### config.mk
export PLATFORM = sky130hd
export DESIGN_NAME = rvh_l1d_ptw_replay_queue
export DESIGN_NICKNAME = d
export VERILOG_FILES = /design/src/rtl/rvh_l1d_ptw_replay_queue.sv
export SDC_FILE = /design/constraint.sdc
export NUM_CORES = 1
export LEC_CHECK = 0
export ABC_CLOCK_PERIOD_IN_PS = 4450
export CAP_MARGIN = 20
export CORE_MARGIN = 2
export CORE_UTILIZATION = 50
export CTS_BUF_LIST = sky130_fd_sc_hd__clkbuf_8 sky130_fd_sc_hd__clkbuf_16
export CTS_CLUSTER_DIAMETER = 100
export DETAILED_ROUTE_END_ITERATION = 7
export MAX_ROUTING_LAYER = met4
export PLACE_DENSITY = 0.74
export SYNTH_ARGS = -nofsm -noshare
export SYNTH_HDL_FRONTEND = slang
export SYNTH_SLANG_ARGS = --single-unit
### constraint.sdc
create_clock -name clk -period 4.45 [get_ports clk]
set_input_delay 0.445 -clock clk [delete_from_list [all_inputs] [get_ports clk]]
set_output_delay 0.445 -clock clk [all_outputs]
set_load 0.05 [all_outputs]
### src/rtl/rvh_l1d_ptw_replay_queue.sv
// rvh_l1d_ptw_replay_queue
// Replay buffer for PTW walk requests that sits between the PTW and the L1D load pipe.
// Each walk ID has its own slot holding the walk paddr. When the STB flags a conflict,
// the slot waits a fixed delay and then re-issues the walk. Replays from several slots
// are round-robin arbitrated onto a single replay port. Once a grant is stalled, it is
// held until the handshake completes.
module rvh_l1d_ptw_replay_queue #(
  parameter int PTW_ID_WIDTH   = 2,
  parameter int PADDR_WIDTH    = 56,
  parameter int REPLAY_LATENCY = 4
) (
  input  logic                      clk,
  input  logic                      rst,
  input  logic                      ptw_walk_req_vld_i,
  input  logic [PTW_ID_WIDTH-1:0]   ptw_walk_req_id_i,
  input  logic [PADDR_WIDTH-1:0]    ptw_walk_req_addr_i,
  input  logic                      ptw_walk_resp_vld_i,
  input  logic                      ptw_walk_resp_rdy_i,
  input  logic [PTW_ID_WIDTH-1:0]   ptw_walk_resp_id_i,
  input  logic [2**PTW_ID_WIDTH-1:0] stb_l1d_ptw_replay_mask_i,
  output logic                      ptw_walk_replay_req_vld_o,
  output logic [PTW_ID_WIDTH-1:0]   ptw_walk_replay_req_id_o,
  output logic [PADDR_WIDTH-1:0]    ptw_walk_replay_req_paddr_o,
  input  logic                      ptw_walk_replay_req_rdy_i,
  output logic [2**PTW_ID_WIDTH-1:0] ptw_entry_vld_o
);

  localparam int ENTRY_NUM = 2 ** PTW_ID_WIDTH;
  localparam int CNT_WIDTH = (REPLAY_LATENCY > 2) ? $clog2(REPLAY_LATENCY) : 1;
  localparam logic [CNT_WIDTH-1:0] CNT_MAX = CNT_WIDTH'(REPLAY_LATENCY - 1);

  logic [ENTRY_NUM-1:0]    valid_q;
  logic [ENTRY_NUM-1:0]    valid_d;
  logic [ENTRY_NUM-1:0]    pending_q;
  logic [ENTRY_NUM-1:0]    pending_d;
  logic [CNT_WIDTH-1:0]    cnt_q [ENTRY_NUM];
  logic [CNT_WIDTH-1:0]    cnt_d [ENTRY_NUM];
  logic [PADDR_WIDTH-1:0]  paddr_q [ENTRY_NUM];

  logic [PTW_ID_WIDTH-1:0] rr_ptr_q;
  logic [PTW_ID_WIDTH-1:0] rr_ptr_d;
  logic                    lock_vld_q;
  logic                    lock_vld_d;
  logic [PTW_ID_WIDTH-1:0] lock_id_q;
  logic [PTW_ID_WIDTH-1:0] lock_id_d;

  logic [ENTRY_NUM-1:0]    eligible;
  logic                    grant_vld;
  logic [PTW_ID_WIDTH-1:0] grant_id;
  logic [PTW_ID_WIDTH-1:0] search_idx;
  logic                    lock_kill;
  logic                    resp_fire;
  logic                    replay_fire;

  assign resp_fire   = ptw_walk_resp_vld_i & ptw_walk_resp_rdy_i;
  assign replay_fire = grant_vld & ptw_walk_replay_req_rdy_i;

  // A slot may replay once its delay counter has saturated while it is pending
  always_comb begin
    eligible = '0;
    for (int i = 0; i < ENTRY_NUM; i++) begin
      eligible[i] = valid_q[i] & pending_q[i] & (cnt_q[i] == CNT_MAX);
    end
  end

  // A held grant wins; otherwise search round-robin starting just after the last winner
  always_comb begin
    grant_vld  = 1'b0;
    grant_id   = '0;
    search_idx = '0;
    if (lock_vld_q) begin
      grant_vld = eligible[lock_id_q];
      grant_id  = lock_id_q;
    end else begin
      for (int k = 1; k <= ENTRY_NUM; k++) begin
        search_idx = rr_ptr_q + PTW_ID_WIDTH'(k);
        if (!grant_vld && eligible[search_idx]) begin
          grant_vld = 1'b1;
          grant_id  = search_idx;
        end
      end
    end
  end

  assign ptw_walk_replay_req_vld_o   = grant_vld;
  assign ptw_walk_replay_req_id_o    = grant_vld ? grant_id : '0;
  assign ptw_walk_replay_req_paddr_o = grant_vld ? paddr_q[grant_id] : '0;
  assign ptw_entry_vld_o             = valid_q;

  // Per-slot update in priority order: count, replay done, free, alloc, then STB re-arm
  always_comb begin
    valid_d   = valid_q;
    pending_d = pending_q;
    for (int i = 0; i < ENTRY_NUM; i++) begin
      cnt_d[i] = cnt_q[i];
      if (valid_q[i] && pending_q[i] && (cnt_q[i] != CNT_MAX)) begin
        cnt_d[i] = cnt_q[i] + CNT_WIDTH'(1);
      end
      if (replay_fire && (grant_id == PTW_ID_WIDTH'(i))) begin
        pending_d[i] = 1'b0;
      end
      if (resp_fire && (ptw_walk_resp_id_i == PTW_ID_WIDTH'(i))) begin
        valid_d[i]   = 1'b0;
        pending_d[i] = 1'b0;
      end
      if (ptw_walk_req_vld_i && (ptw_walk_req_id_i == PTW_ID_WIDTH'(i))) begin
        valid_d[i]   = 1'b1;
        pending_d[i] = 1'b0;
        cnt_d[i]     = '0;
      end
      if (stb_l1d_ptw_replay_mask_i[i] && valid_d[i]) begin
        pending_d[i] = 1'b1;
        cnt_d[i]     = '0;
      end
    end
  end

  // Hold a stalled grant unless its slot is freed, reallocated or re-armed this cycle
  always_comb begin
    lock_kill = (resp_fire && (ptw_walk_resp_id_i == grant_id)) ||
                (ptw_walk_req_vld_i && (ptw_walk_req_id_i == grant_id)) ||
                stb_l1d_ptw_replay_mask_i[grant_id];
    lock_vld_d = grant_vld & ~ptw_walk_replay_req_rdy_i & ~lock_kill;
    lock_id_d  = grant_vld ? grant_id : lock_id_q;
    rr_ptr_d   = replay_fire ? grant_id : rr_ptr_q;
  end

  // Control state register with synchronous active-low reset
  always_ff @(posedge clk) begin
    if (!rst) begin
      valid_q    <= '0;
      pending_q  <= '0;
      rr_ptr_q   <= '0;
      lock_vld_q <= 1'b0;
      lock_id_q  <= '0;
      for (int i = 0; i < ENTRY_NUM; i++) begin
        cnt_q[i] <= '0;
      end
    end else begin
      valid_q    <= valid_d;
      pending_q  <= pending_d;
      rr_ptr_q   <= rr_ptr_d;
      lock_vld_q <= lock_vld_d;
      lock_id_q  <= lock_id_d;
      for (int i = 0; i < ENTRY_NUM; i++) begin
        cnt_q[i] <= cnt_d[i];
      end
    end
  end

  // Walk paddr storage is written on allocation only and needs no reset
  always_ff @(posedge clk) begin
    if (ptw_walk_req_vld_i) begin
      paddr_q[ptw_walk_req_id_i] <= ptw_walk_req_addr_i;
    end
  end

  // Allocating a slot that is still live (and not being freed now) breaks the PTW protocol
  a_alloc_free_slot: assert property (@(posedge clk) disable iff (!rst)
    (ptw_walk_req_vld_i && !(resp_fire && (ptw_walk_resp_id_i == ptw_walk_req_id_i)))
      |-> !valid_q[ptw_walk_req_id_i]);

endmodule

**Word level (Yosys, flattened, before mapping)**

Memory sizes are Yosys's and may differ from the RTL's.
Index checks and enable logic that the tools add are counted.

- Add/subtract/negate cells: 7
- $mul: 0
- Divide/modulo/power cells: 0
- $lt $le $gt $ge: 6
- Equality and inequality tests: 19
- Shift operators: 0
- Muxes and demuxes: 71
- Bitwise logic cells: 18
- Reduce and logical (&&, ||, !) cells: 41

Operators by type and width:

| operator | number |
|---|---|
| 56-bit 2-to-1 mux | 1 |
| 2-bit 2-to-1 mux | 22 |
| 1-bit 2-to-1 mux | 42 |
| 1-bit logical AND | 29 |
| 2-bit == test, second input constant | 10 |
| 2-bit by 3-bit less-than comparator with 1-bit output, second input constant | 6 |
| 4-bit nonzero test | 4 |
| 1-bit AND | 12 |
| 1-bit binary-select mux with 2-bit select | 6 |
| 2-bit by 1-bit adder with 2-bit output, second input constant | 5 |
| 2-bit != test, second input constant | 4 |
| 2-bit by 1-bit == test with 1-bit output, second input constant | 3 |
| 2-bit zero test | 3 |
| 2-bit adder, second input constant | 2 |
| 2-bit == test | 2 |
| 1-bit OR | 4 |
| 1-bit zero test | 3 |
| 1-bit logical OR | 2 |
| 1-bit NOT | 2 |

- Bits in registers: 13
- Latch bits: 0
- Bits in writable memories: 232
- Memory bits (read-only): 0
- Input bits: 70
- Output and inout port bits: 63
- Memories kept: 2

Memories:

| memory | depth | width | rd ports | clocked after memory_dff | write ports | RTL line | source |
|---|---|---|---|---|---|---|---|
| paddr_q | 4 | 56 | 1 | 0 | 1 | 38 | `logic [PADDR_WIDTH-1:0] paddr_q [ENTRY_NUM];` |
| cnt_q | 4 | 2 | 4 | 0 | 4 | 36 | `logic [CNT_WIDTH-1:0] cnt_q [ENTRY_NUM];` |

**Longest topological paths before layout**

Gate-level depths: netlist of the first run.

- Depth in word-level cells: 24
- Gate-level depth with buffers: 9
- Mapped depth without buffers: 8

**Worst setup path before layout of the first run**

Ideal clock, no wire load.

- Path kind: input to register
- Start point: in ptw_walk_req_vld_i
- End point: mem cnt_q[2][0] (netlist name)
- Setup time: 0.118 ns
- Data arrival time: 3.299 ns
- Setup slack: 1.033 ns
- Cell stages on the path: 4
- Cells stage by stage: nand2_1 > nor2_1 > a311o_1 > nor2_1

RTL lines:

| what | RTL line | source |
|---|---|---|
| from (decl) | 14 | `input logic ptw_walk_req_vld_i,` |
| to (decl) | 36 |  |

==> results of run 1 <==
## path summary, 6_finish.rpt
| kind | end | from | slack (ns) |
|---|---|---|---|
| min reg2reg | cnt_q[1][1] | cnt_q[1][1] | 0.50 |
| max | ptw_walk_replay_req_paddr_o[21] | cnt_q[2][0] | 0.60 |
| min | cnt_q[1][1] | cnt_q[1][1] | 0.50 |
| max reg2reg | lock_vld_q | cnt_q[2][0] | 1.69 |
## cell usage in the layout, fill, tap and decap left out, types with 11 or more instances in the layout
cell | Yosys | layout
a21oi_1 | 11 | 11
clkdlybuf4s50_1 | 0 | 76
inv_1 | 7 | 11
nand2_1 | 134 | 133
nand3_1 | 12 | 11
o221a_1 | 42 | 42
clkbuf_16 | 0 | 25
nor2_1 | 16 | 15
dfxtp_1 | 21 | 21
o221a_2 | 14 | 14
buf_4 | 5 | 70
a31oi_1 | 56 | 56
edfxtp_1 | 224 | 224
## metrics by stage
stage	setup slack [ns]	instances	area (um^2)	hold slack [ns]	utilization [%]
final	0.596	1030	11800	0.500	62.9
after global placement	1.20	986	11000	0.468	58.7
after detailed placement	1.15	986	11000	0.478	58.7
after CTS	0.598	1030	11800	0.492	62.9
after floorplan	1.03	644	9600	0.456	-
after global routing	0.386	1030	11800	0.529	62.9
## power groups by stage
stage / sequential (mW) / clock (mW) / combinational, mW
5_1_grt: 2.67 / 2.10 / 0.181
3_3_place_gp: 2.70 / 0 / 0.161
3_5_place_dp: 2.71 / 0 / 0.168
2_1_floorplan: 2.71 / 0 / 0.0462
4_1_cts: 2.66 / 2.00 / 0.169
6_report: 2.66 / 1.98 / 0.168
## final cells by class
cell class / instances / area (um^2)
clock inverter: 19 / 155
inverter: 8 / 30.0
clock buffer: 25 / 626
sequential: 245 / 7150
multi-input combinational: 352 / 2250
timing repair buffer: 147 / 1310
tap: 234 / 293
fill: 1364 / 6960
## metal layers
layer  wire length, um  track usage [%]  part of all wire (%)
met3              1490             4.34                   6.9
met5                 0                -                     0
met2             10600             36.1                    49
met4               423             5.58                   2.0
met1              9000             27.5                    42
## state kept, by name (all words and copies together), names as in the netlist
name	count
paddr_q	224
lock_vld_q	1
cnt_q	8
lock_id_q	2
pending_q	4
ptw_entry_vld_o	4
rr_ptr_q	2
## kinds of logic (layout without fill, tap and decap cells)
logic type	Yosys count	in the layout	share of synthesized area, %
adder cells (fa/ha/maj)	4	4	0.521
buffers and inverters	47	199	2.56
AND/OR/NAND/NOR	189	189	8.60
AO/OA/AOI/OAI	149	149	12.9
multiplexers	5	5	0.521
XOR/XNOR	5	5	0.456
flip-flops	245	245	74.5
## tightest hold or removal path, delay by kind of cell (launching register included)
family / cells / cell delay [ns]
DFF: 1 / 0.31
AOI/OAI and AO/OA: 2 / 0.15
==> impl_metrics.toml, run 1 <==
[timing]
fin_crit_sh_pct = 86.6
rsz0062_at_grt = "no"
tns_ns = 0
slew_violations = 0
period_needed_ns = 3.85
fmax_ghz = 0.259
tightest_slew_ns = 0.957
finalHoldViolCount = 0
slew_headroom_pct = 36.2
fin_worst_skew_ns = 0.00492
setup_violations = 0

[worst_setup_path]
worstRegToRegCells = 8
path_buf_inv = 2
worstSetupPathType = "flop to output pin"
slowest_delay_ns = 0.56
arrival_ns = 3.41
crit_required_ns = 4.01
crit_fanout = 36
cp_slowest_cell = "nand3_2"
cp.depth = 8
start_kind = "flop"
cp_top_family = "compound AO/OA/AOI/OAI gates"
path_cells = "ha_1 > nand3_1 > a32oi_1 > a311o_1 > nand3_2 > buf_12 > o221a_1 > buf_4"
endpoint_kind = "output pin"

[pwr]
switching_share_pct = 19.3
power_mw = 4.81
p_per_area_nw_per_um2 = 408
seqPwrFrac_pct = 55.3
internal_power_mw = 3.88
switchingPower_uw = 928
p_leak_nw = 4.12
combPwrFrac_pct = 3.5
ir_drop_v = 0.000334
p_clk_share_pct = 41.2

[drt]
drt-vias-per-instance = 5.96
drtIter0Drc = 653
first_pass_iters = 5
detail-route-antenna-nets = 0
drc = 0
drt_wl_total_mm = 21.6
vias = 6138
wl_per_cell_um = 20.9

[clock_network]
clk_pin_slew_ns = 0.06
clock-root-buffer = "clkbuf_16"
clockBufferDepth = 3
hold_buffers = 0
h-tree-depth = 1
cts_resized = 0
cts_tree = "yes"
clkSinkCount = 245
post-cts-setup-buffers = 0
clk_latency_ns = 0.50
cts-buffers-inserted = 25

[synthesis]
syn_inst = 644
netlist_area_um2 = 9600
ys_ff_latch = 245
synth_ff_type = "edfxtp_1"
ys_seq_area_share_pct = 74.5
synth.distinct_cells = 50
synth_edf_count = 224
async_flop_share_pct = 0
synth_nets = 718
ys_warn_count = 0
synth_top_cell_area_share_pct = 70.1
synthTopCellsByCount = "edfxtp_1, nand2_1, a31oi_1"
synthTopCellsByArea = "edfxtp_1, nand2_1, o221a_1"
yosysMostFrequentCell = "edfxtp_1"
synth.avg_cell_area_um2 = 14.9
yosysTopAreaCell = "edfxtp_1"

[grt]
grt_pass1_vias = 6258
antenna_found_initial = 0
grt_usage_pct = 21.7
grt_max_degree = 62
grt_pass1_wl_mm = 33.3
grt-ovfl-total = 0

[cells_and_area]
drive_gt1_share_pct = 16.3
diodes = 0
syn_to_final_growth_pct = 23.0
nets = 853

[placement]
portBuffers = 132
gp_congestion = 0.912
dp_hpwl_mm = 13.3

[run_status]
status = "finished, final reports clean"

[floorplan]
die_h_um = 143
core_area_um2 = 18800
die_w_um = 143
rows = 50
initial_core_util_pct = 51.1
ioPinCount = 133
die_area_um2 = 20300

[flow_run]
drv_cap = 0

[min_path]
whs_path_depth = 2
hp-class = "flop to flop"
(Power assumes the default switching activity.)
==> run 2, diff against run 1 <==
--- a/config.mk
+++ b/config.mk
@@ -7,6 +7,7 @@
 export LEC_CHECK = 0
 export ABC_CLOCK_PERIOD_IN_PS = 4450
 export CAP_MARGIN = 20
+export CORE_ASPECT_RATIO = 0.7
 export CORE_MARGIN = 2
 export CORE_UTILIZATION = 50
 export CTS_BUF_LIST = sky130_fd_sc_hd__clkbuf_8 sky130_fd_sc_hd__clkbuf_16
==> run 2 against run 1 <==
Worst setup slack worse by 0.058 ns. Total power is 0.79% lower. Final cell count is 0.29% higher. Critical path depth is 1 higher. Via count hardly changed. Global-route usage is 0.11 points higher. Wire length is 0.90% higher. Non-clock buffer count is 2 lower. Count of clock-buffer cells in the layout stayed put. Highest routed layer unchanged.
==> impl_metrics.toml, run 2 (synthesis gave the netlist of run 1 again) <==
[cells_and_area]
stdcell_count = 1033
syn_to_final_growth_pct = 22.8
final_area_um2 = 11800
mostFrequentLayoutCells = "edfxtp_1, nand2_1, clkdlybuf4s50_1, buf_4, a31oi_1"
largestRegisters = "paddr_q x224, cnt_q x8"
nets = 849
postLayoutCoreUtil_pct = 62.5
layout_commonest_cell = "edfxtp_1"
largest_register_ffs = 224
drive_gt1_share_pct = 16.6
multi_input_area_um2 = 2250
diodes = 0
fillers = 1343
regArea_um2 = 7150
largest_register = "paddr_q"

[flow_run]
drv_cap = 0

[clock_network]
clock-root-buffer = "clkbuf_16"
cts-buffers-inserted = 23
h-tree-depth = 1
cts_resized = 0
cts_tree = "yes"
hold_buffers = 0
clk_pin_slew_ns = 0.06
clkSinkCount = 245
clockBufferDepth = 3
clk_latency_ns = 0.50
post-cts-setup-buffers = 0

[worst_setup_path]
cp_slowest_cell = "buf_4"
endpoint_kind = "output pin"
cpMostUsedCell = "buf_4"
cp-startpoint = "cnt_q[2][0]"
arrival_ns = 3.47
worst_r2r_startpoint = "cnt_q[2][0]"
r2r_slack_ns = 1.58
cp_top_family = "compound AO/OA/AOI/OAI gates"
slowest_delay_ns = 0.59
crit_fanout = 61
worstSetupPathType = "flop to output pin"
worstRegToRegCells = 8
crit_required_ns = 4.01
start_kind = "flop"
path_buf_inv = 2
path_cells = "ha_1 > nand3_1 > a32oi_1 > o211a_2 > buf_4 > nand2_1 > a31oi_1 > o221a_2 > buf_4"
critical_path.reg2reg.endpoint = "lock_vld_q"

[min_path]
hp-class = "flop to flop"
whs_endpoint = "cnt_q[0][1]"
hold_start = "cnt_q[0][1]"
whs_path_depth = 2

[timing]
tightest_slew_ns = 0.968
slew_violations = 0
fin_ws_ns = 0.538
rsz0062_at_grt = "no"
fin_crit_sh_pct = 87.9
tns_ns = 0
whs_ns = 0.494
period_needed_ns = 3.91
finalHoldViolCount = 0
setup_violations = 0
slew_headroom_pct = 35.3
fin_worst_skew_ns = 0.00220
fmax_ghz = 0.256

[grt]
grt_usage_pct = 21.8
antenna_found_initial = 0
grt_pass1_vias = 6245
grt_max_degree = 62
grt-ovfl-total = 0
grt_pass1_wl_mm = 33.3

[floorplan]
die_w_um = 170
core_area_um2 = 18900
initial_core_util_pct = 50.9
ioPinCount = 133
die_area_um2 = 20300
die_h_um = 120
rows = 42

[placement]
gp_congestion = 0.895
portBuffers = 132
dp_hpwl_mm = 13.1
placed_area_um2 = 11000
place_inst = 992
dp_worst_setup_slack_ns = 1.11

[drt]
first_pass_iters = 4
wl_per_cell_um = 21.1
drt-vias-per-instance = 5.95
detail-route-antenna-nets = 0
drc = 0
vias = 6142
drt_wl_total_mm = 21.7
drtIter0Drc = 539

[pwr]
p_leak_nw = 4.11
p_per_area_nw_per_um2 = 405
power_mw = 4.77
ir_drop_v = 0.000300

[run_status]
status = "finished, final reports clean"
## run 2: how the worst max path moves through the flow
stage | to | slack (ns) | cells past startpoint
floorplan | cnt_q[2][0] | 1.03 | 4
global placement | ptw_walk_replay_req_id_o[1] | 1.21 | 7
detailed placement | ptw_walk_replay_req_paddr_o[1] | 1.11 | 8
CTS | ptw_walk_replay_req_paddr_o[52] | 0.57 | 8
global route | ptw_walk_replay_req_paddr_o[52] | 0.40 | 8
finish | ptw_walk_replay_req_paddr_o[10] | 0.54 | 9
## run 2: area by class of cell
| class | count | area share [%] |
|---|---|---|
| flip-flops and latches | 245 | 60.6 |
| multi-input cells | 352 | 19.1 |
| repair buffers | 145 | 11.1 |
| clock buffers | 25 | 5.12 |
| well taps | 242 | 2.57 |
| clock inverters | 16 | 1.28 |
| inverters | 8 | 0.255 |
## run 2: worst register-to-register path: cells and delay by family, from the launching register on
family / cells / cell delay [ns]
compound gates: 2 / 0.67
fa+ha+maj: 1 / 0.20
buf+inv: 1 / 0.59
flops: 1 / 0.35
mux: 2 / 0.44
simple gates: 2 / 0.53
## run 2: layer usage
metal | share of wire [%] | GRT usage, % | wire length [um]
met1 | 44 | 28.5 | 9490
met2 | 48 | 35.6 | 10400
met3 | 6.7 | 4.12 | 1460
met4 | 2.0 | 5.56 | 431
met5 | 0 | - | 0
## run 2: power by group
group	leakage [nW]	switching, mW	internal, mW
logic	1.48	0.0969	0.0720
clock network	0.397	0.797	1.15
registers	2.23	0.0326	2.63
